`src/rtl/comm_arbiter.sv`:
```
// comm_arbiter: round-robin sharing of the CommMaster UART command link between two requesters.
// Optional resend-on-timeout is compiled in with the COMM_ARB_RETRY_EN macro.
module comm_arbiter #(
    parameter int unsigned TIMEOUT_CYCLES = 100000,
    parameter int unsigned MAX_RETRY      = 2
) (
    input  logic        clk,
    input  logic        rst_n,
    input  logic        req0,
    input  logic [7:0]  cmd0,
    input  logic [15:0] data0,
    output logic        done0,
    output logic [7:0]  resp0,
    output logic        err0,
    input  logic        req1,
    input  logic [7:0]  cmd1,
    input  logic [15:0] data1,
    output logic        done1,
    output logic [7:0]  resp1,
    output logic        err1,
    output logic [7:0]  cmd,
    output logic [15:0] data,
    output logic        snd_cmd,
    input  logic        frm_snt,
    input  logic        resp_rdy,
    input  logic [7:0]  resp,
    output logic        busy
);

    localparam int unsigned TMR_W = (TIMEOUT_CYCLES > 2) ? $clog2(TIMEOUT_CYCLES) : 1;
    localparam logic [TMR_W-1:0] TMR_LAST = TMR_W'(TIMEOUT_CYCLES - 1);

    // Elaboration guard: timer needs at least two wait cycles, retry counter stays within a byte.
    if (TIMEOUT_CYCLES < 2 || MAX_RETRY > 255) begin : g_param_check
        $error("comm_arbiter: TIMEOUT_CYCLES must be >= 2 and MAX_RETRY <= 255");
    end

    typedef enum logic [2:0] {
        IDLE,
        SEND,
        WAIT_SNT,
        WAIT_RESP,
        DONE
    } state_t;

    state_t           state_q, state_d;
    logic             gnt_q, gnt_d;
    logic             last_gnt_q, last_gnt_d;
    logic [TMR_W-1:0] timer_q, timer_d;

    logic [7:0]  cmd_d;
    logic [15:0] data_d;
    logic        snd_cmd_d;
    logic        done0_d, done1_d;
    logic [7:0]  resp0_d, resp1_d;
    logic        err0_d, err1_d;
    logic        busy_d;

    logic        fin;
    logic        fin_err;
    logic        timed_out;

`ifdef COMM_ARB_RETRY_EN
    localparam int unsigned RTY_W = (MAX_RETRY > 1) ? $clog2(MAX_RETRY + 1) : 1;
    localparam logic [RTY_W-1:0] RTY_MAX = RTY_W'(MAX_RETRY);
    logic [RTY_W-1:0] retry_q, retry_d;
`endif

    // State and registered outputs
    always_ff @(posedge clk) begin
        if (!rst_n) begin
            state_q    <= IDLE;
            gnt_q      <= 1'b0;
            last_gnt_q <= 1'b1;
            timer_q    <= '0;
            cmd        <= '0;
            data       <= '0;
            snd_cmd    <= 1'b0;
            done0      <= 1'b0;
            done1      <= 1'b0;
            resp0      <= '0;
            resp1      <= '0;
            err0       <= 1'b0;
            err1       <= 1'b0;
            busy       <= 1'b0;
`ifdef COMM_ARB_RETRY_EN
            retry_q    <= '0;
`endif
        end else begin
            state_q    <= state_d;
            gnt_q      <= gnt_d;
            last_gnt_q <= last_gnt_d;
            timer_q    <= timer_d;
            cmd        <= cmd_d;
            data       <= data_d;
            snd_cmd    <= snd_cmd_d;
            done0      <= done0_d;
            done1      <= done1_d;
            resp0      <= resp0_d;
            resp1      <= resp1_d;
            err0       <= err0_d;
            err1       <= err1_d;
            busy       <= busy_d;
`ifdef COMM_ARB_RETRY_EN
            retry_q    <= retry_d;
`endif
        end
    end

    // Next-state and next-output logic
    always_comb begin
        state_d    = state_q;
        gnt_d      = gnt_q;
        last_gnt_d = last_gnt_q;
        timer_d    = timer_q;
        cmd_d      = cmd;
        data_d     = data;
        snd_cmd_d  = 1'b0;
        done0_d    = 1'b0;
        done1_d    = 1'b0;
        resp0_d    = resp0;
        resp1_d    = resp1;
        err0_d     = err0;
        err1_d     = err1;
        busy_d     = 1'b0;
        fin        = 1'b0;
        fin_err    = 1'b0;
        timed_out  = 1'b0;
`ifdef COMM_ARB_RETRY_EN
        retry_d    = retry_q;
`endif

        unique case (state_q)
            IDLE: begin
`ifdef COMM_ARB_RETRY_EN
                retry_d = '0;
`endif
                if (req0 || req1) begin
                    gnt_d   = (req0 && req1) ? ~last_gnt_q : req1;
                    cmd_d   = gnt_d ? cmd1 : cmd0;
                    data_d  = gnt_d ? data1 : data0;
                    state_d = SEND;
                end
            end
            SEND: begin
                timer_d = '0;
                state_d = WAIT_SNT;
            end
            WAIT_SNT, WAIT_RESP: begin
                timer_d = timer_q + TMR_W'(1);
                // A response in the last wait cycle still beats the timeout
                if (resp_rdy) begin
                    fin = 1'b1;
                end else if (timer_q == TMR_LAST) begin
                    timed_out = 1'b1;
                end else if (state_q == WAIT_SNT && frm_snt) begin
                    state_d = WAIT_RESP;
                end
            end
            DONE: begin
                last_gnt_d = gnt_q;
                state_d    = IDLE;
            end
            default: begin
                state_d = IDLE;
            end
        endcase

        if (timed_out) begin
`ifdef COMM_ARB_RETRY_EN
            if (retry_q < RTY_MAX) begin
                retry_d = retry_q + RTY_W'(1);
                state_d = SEND;
            end else begin
                fin     = 1'b1;
                fin_err = 1'b1;
            end
`else
            fin     = 1'b1;
            fin_err = 1'b1;
`endif
        end

        // Completion: response byte only overwritten on success
        if (fin) begin
            state_d = DONE;
            if (gnt_q) begin
                done1_d = 1'b1;
                err1_d  = fin_err;
                if (!fin_err) begin
                    resp1_d = resp;
                end
            end else begin
                done0_d = 1'b1;
                err0_d  = fin_err;
                if (!fin_err) begin
                    resp0_d = resp;
                end
            end
        end

        snd_cmd_d = (state_d == SEND);
        busy_d    = (state_d != IDLE);
    end

endmodule

```
`config.mk`:
```
export PLATFORM = sky130hd
export DESIGN_NAME = comm_arbiter
export DESIGN_NICKNAME = d
export VERILOG_FILES = /design/src/rtl/comm_arbiter.sv
export SDC_FILE = /design/constraint.sdc
export NUM_CORES = 1
export LEC_CHECK = 0
export ABC_CLOCK_PERIOD_IN_PS = 2300
export CORE_ASPECT_RATIO = 1.25
export CORE_UTILIZATION = 45
export DETAILED_ROUTE_END_ITERATION = 16
export PLACE_DENSITY = 0.8
export SLEW_MARGIN = 20
export SYNTH_ARGS = -nofsm -noshare
export SYNTH_HDL_FRONTEND = slang
export SYNTH_SLANG_ARGS = --single-unit
export TNS_END_PERCENT = 100
```
`constraint.sdc`:
```
create_clock -name clk -period 2.3 [get_ports clk]
set_input_delay 0.23 -clock clk [delete_from_list [all_inputs] [get_ports clk]]
set_output_delay 0.23 -clock clk [all_outputs]
set_load 0.02 [all_outputs]
```
==> run metrics <==
initial DRC count ~180; Register Area between 0.001 and 0.0015 sq mm; Leak between 1.5 and 2 nW; worst vdd ir 0.3975 mV; Critical Path Start timer_q[0]$_SDFFE_PN0P_; Port Buffers around 110; # diodes 0; Critical Path RT 2.47 ns; H-tree Lvls 3; max capacitance violation total 0; final hold violation count 0; Rows 33; Setup Skew 0.008403 ns; Post-synth ARST share 0%; DIE AREA a little over 0.007 sq mm; reg-to-reg startpoint timer_q[0]$_SDFFE_PN0P_; Reg power frac 43.4%; Worst EP arrival 1.99 ns; largest net degree at the start of global routing 49; Layout Utilization between 60% and 70%; Mapped Cells between 300 and 400; Tcrit/Tclk final between 70% and 80%; share of layout cells above drive strength 1 8.352%; critical path endpoint category flip-flop; WL/cell roughly 14 um; vias in the first global route about 2.8k; Yosys cell types 54; Setup Buffers After CTS 0; Seq cells post-synth between 60 and 70; insertion delay to the later sink of the worst-skew pair between 0.3 and 0.4 ns; EDFF count, synth 0; sw power around 0.95 mW; hpwl dp 5.741 mm; crit path time final about 1.8 ns; hold_buf cts 0; wirelength, routed between 7 and 8 mm; Synth top area share between 40 and 50%; clk sink count 68; CTS tree built; RSZ-0062 raised after global routing false; Worst Hold Launch resp1[6]$_SDFFE_PN0P_; GRT Util Overall between 20 and 25%; first-pass GRT wire length around 13 mm; crit-path max FO 8; DIE WIDTH 76.03 um; Clk network pwr share between 20 and 30%; Warnings, synthesis 0; max-slew violation count 0; Comb pwr share a little over a quarter; worst setup path class flip-flop to flip-flop; synth-to-layout area growth 41.80%; setup TNS 0 ns; Synth area leaders dfxtp_1 (44%), mux2i_1 (8.1%), a211oi_1 (6.6%); register area share after synthesis 44.16%; DRC 0; # setup viols final 0; Mapped Area roughly 0.003 sq mm; GP Congestion between 0.8 and 0.9; Syn Nets slightly above 400; design internal power ~2.2 mW; grt total ovfl 0; Worst Hold Class flip-flop to flip-flop; vias per std cell ~5.5; main flop type after synthesis dfxtp_1; syn_area_per_cell about 8.9 sq um; pwr/cell area roughly 720 mW/mm^2; antenna violations before repair 0; fin nets approximately 510; total iterations of the first detailed-routing run 5; Synth area leader dfxtp_1; Slew headroom roughly 62%; top achievable clock speed approximately 550 MHz; Initial Utilization a little under half; crit start category flip-flop; ANT nets after route 0; core area ~0.0066 sq mm; Sw Ratio a little under a third; Worst-path clk slew roughly 0.070 ns; CTS Root Cell clkbuf_8; Worst Tran Pin Value approximately 0.57 ns; PostCTS Resize Cnt 0; multi-input logic area around 0.0016 sq mm; DR vias a little under 3k; Fillers a little under 600; total CTS buffers 9; die span in y around 95 um; maximum buffer depth of the clock tree 2; status completed; Final Power approximately 3.1 mW; io pins between 100 and 150
[registers in the layout (all words and copies together), names as in the netlist]
name        cells
state_q         3
done1           1
timer_q        17
resp0           8
snd_cmd         1
err1            1
resp1           8
err0            1
cmd             8
busy            1
last_gnt_q      1
done0           1
gnt_q           1
data           16
[area by class of cell]
class	instances	area share [%]
Inverter	3	0.2576
Tap cell	87	2.490
Multi-Input combinational cell	251	35.69
Clock buffer	11	3.005
Sequential cell	68	31.14
Clock inverter	5	1.202
Timing Repair Buffer	117	26.22
[worst paths after layout]
kind                                 to  slack, ns  cells after the start
setup / recovery  state_q[0]$_SDFF_PN0_       0.48                      5
hold / removal    resp1[6]$_SDFFE_PN0P_       0.45                      2
setup reg to reg  state_q[0]$_SDFF_PN0_       0.48                      5
hold reg to reg   resp1[6]$_SDFFE_PN0P_       0.45                      2
[cells in the final DEF (no fill, tap or decap), drive strengths merged, types with 3 or more instances in the layout]
| master | Yosys | routed |
|---|---|---|
| nor3 | 11 | 11 |
| o21ai | 8 | 8 |
| dfxtp | 68 | 68 |
| clkinv | 1 | 4 |
| mux2i | 25 | 25 |
| nor4 | 8 | 8 |
| clkbuf | 9 | 11 |
| clkdlybuf4s50 | 0 | 107 |
| nand4 | 4 | 4 |
| nor2 | 40 | 40 |
| a21oi | 25 | 25 |
| nand2 | 48 | 48 |
| nand3 | 7 | 7 |
| o31ai | 3 | 3 |
| o21a | 3 | 3 |
| a41oi | 3 | 3 |
| a211oi | 27 | 27 |
| a31oi | 5 | 5 |
| buf | 17 | 10 |
[cell families (layout without fill, tap and decap cells)]
family	count (synthesis)	after routing	share of synthesized area, %
and+or+nand+nor	134	134	21.51
muxes	25	25	8.117
DFF	68	68	44.16
adders and majority gates	1	1	0.4058
buffers and inverters	29	136	5.600
AOI/OAI and AO/OA	91	91	20.21
[routing by layer]
| metal | GRT usage (%) | routed length (um) |
|---|---|---|
| met2 | 37.20 | 3592 |
| met1 | 24.88 | 3044 |
| met4 | 12.34 | 171 |
| met5 | 0 | 0 |
| met3 | 8.599 | 830 |
[worst max-delay path, cell delays in order (launching register included)]
cell and delay [ns]:
dfxtp_1 0.42, ha_1 0.34, nand3_1 0.20, nor4_4 0.39, and2_2 0.23, a221oi_1 0.09
[power groups by stage]
stage          Combinational, mW  Clock, mW  Sequential, mW
4_1_cts                    0.851      0.944            1.36
3_5_place_dp               0.848          0            1.38
6_report                   0.850      0.921            1.36
5_1_grt                    0.920      0.999            1.37
3_3_place_gp               0.833          0            1.38
2_1_floorplan              0.372          0            1.49
[cell usage after synthesis (2+ instances only)]
cell,n
nand3_1,7
nor3_1,8
inv_1,2
o21ai_0,8
a21boi_0,2
nor4_2,2
nor4_1,5
clkbuf_1,6
buf_2,11
nand4_1,4
nand2b_1,2
a211oi_1,27
a41oi_1,3
nor2_1,40
nand2_1,48
o21a_1,3
a22oi_1,2
nor3_2,3
o31ai_1,3
nand4b_1,2
a32oi_1,2
a31oi_1,5
mux2i_1,25
buf_6,4
and3_1,2
a21oi_1,24
buf_4,2
a21o_1,2
dfxtp_1,68
clkbuf_2,2
[per-stage QoR]
stage                     setup slack (ns)  cell area [sq um]  hold WS (ns)  instances
after floorplan                     0.7169               3083        0.3660        348
after global placement              0.5725               4188        0.4420        526
after detailed placement            0.5268               4188        0.4492        526
after CTS                           0.5063               4372        0.4585        542
after global routing                0.3455               4372        0.4775        542
final                               0.4806               4372        0.4529        542
No activity file was read; power rests on OpenSTA's default activity.
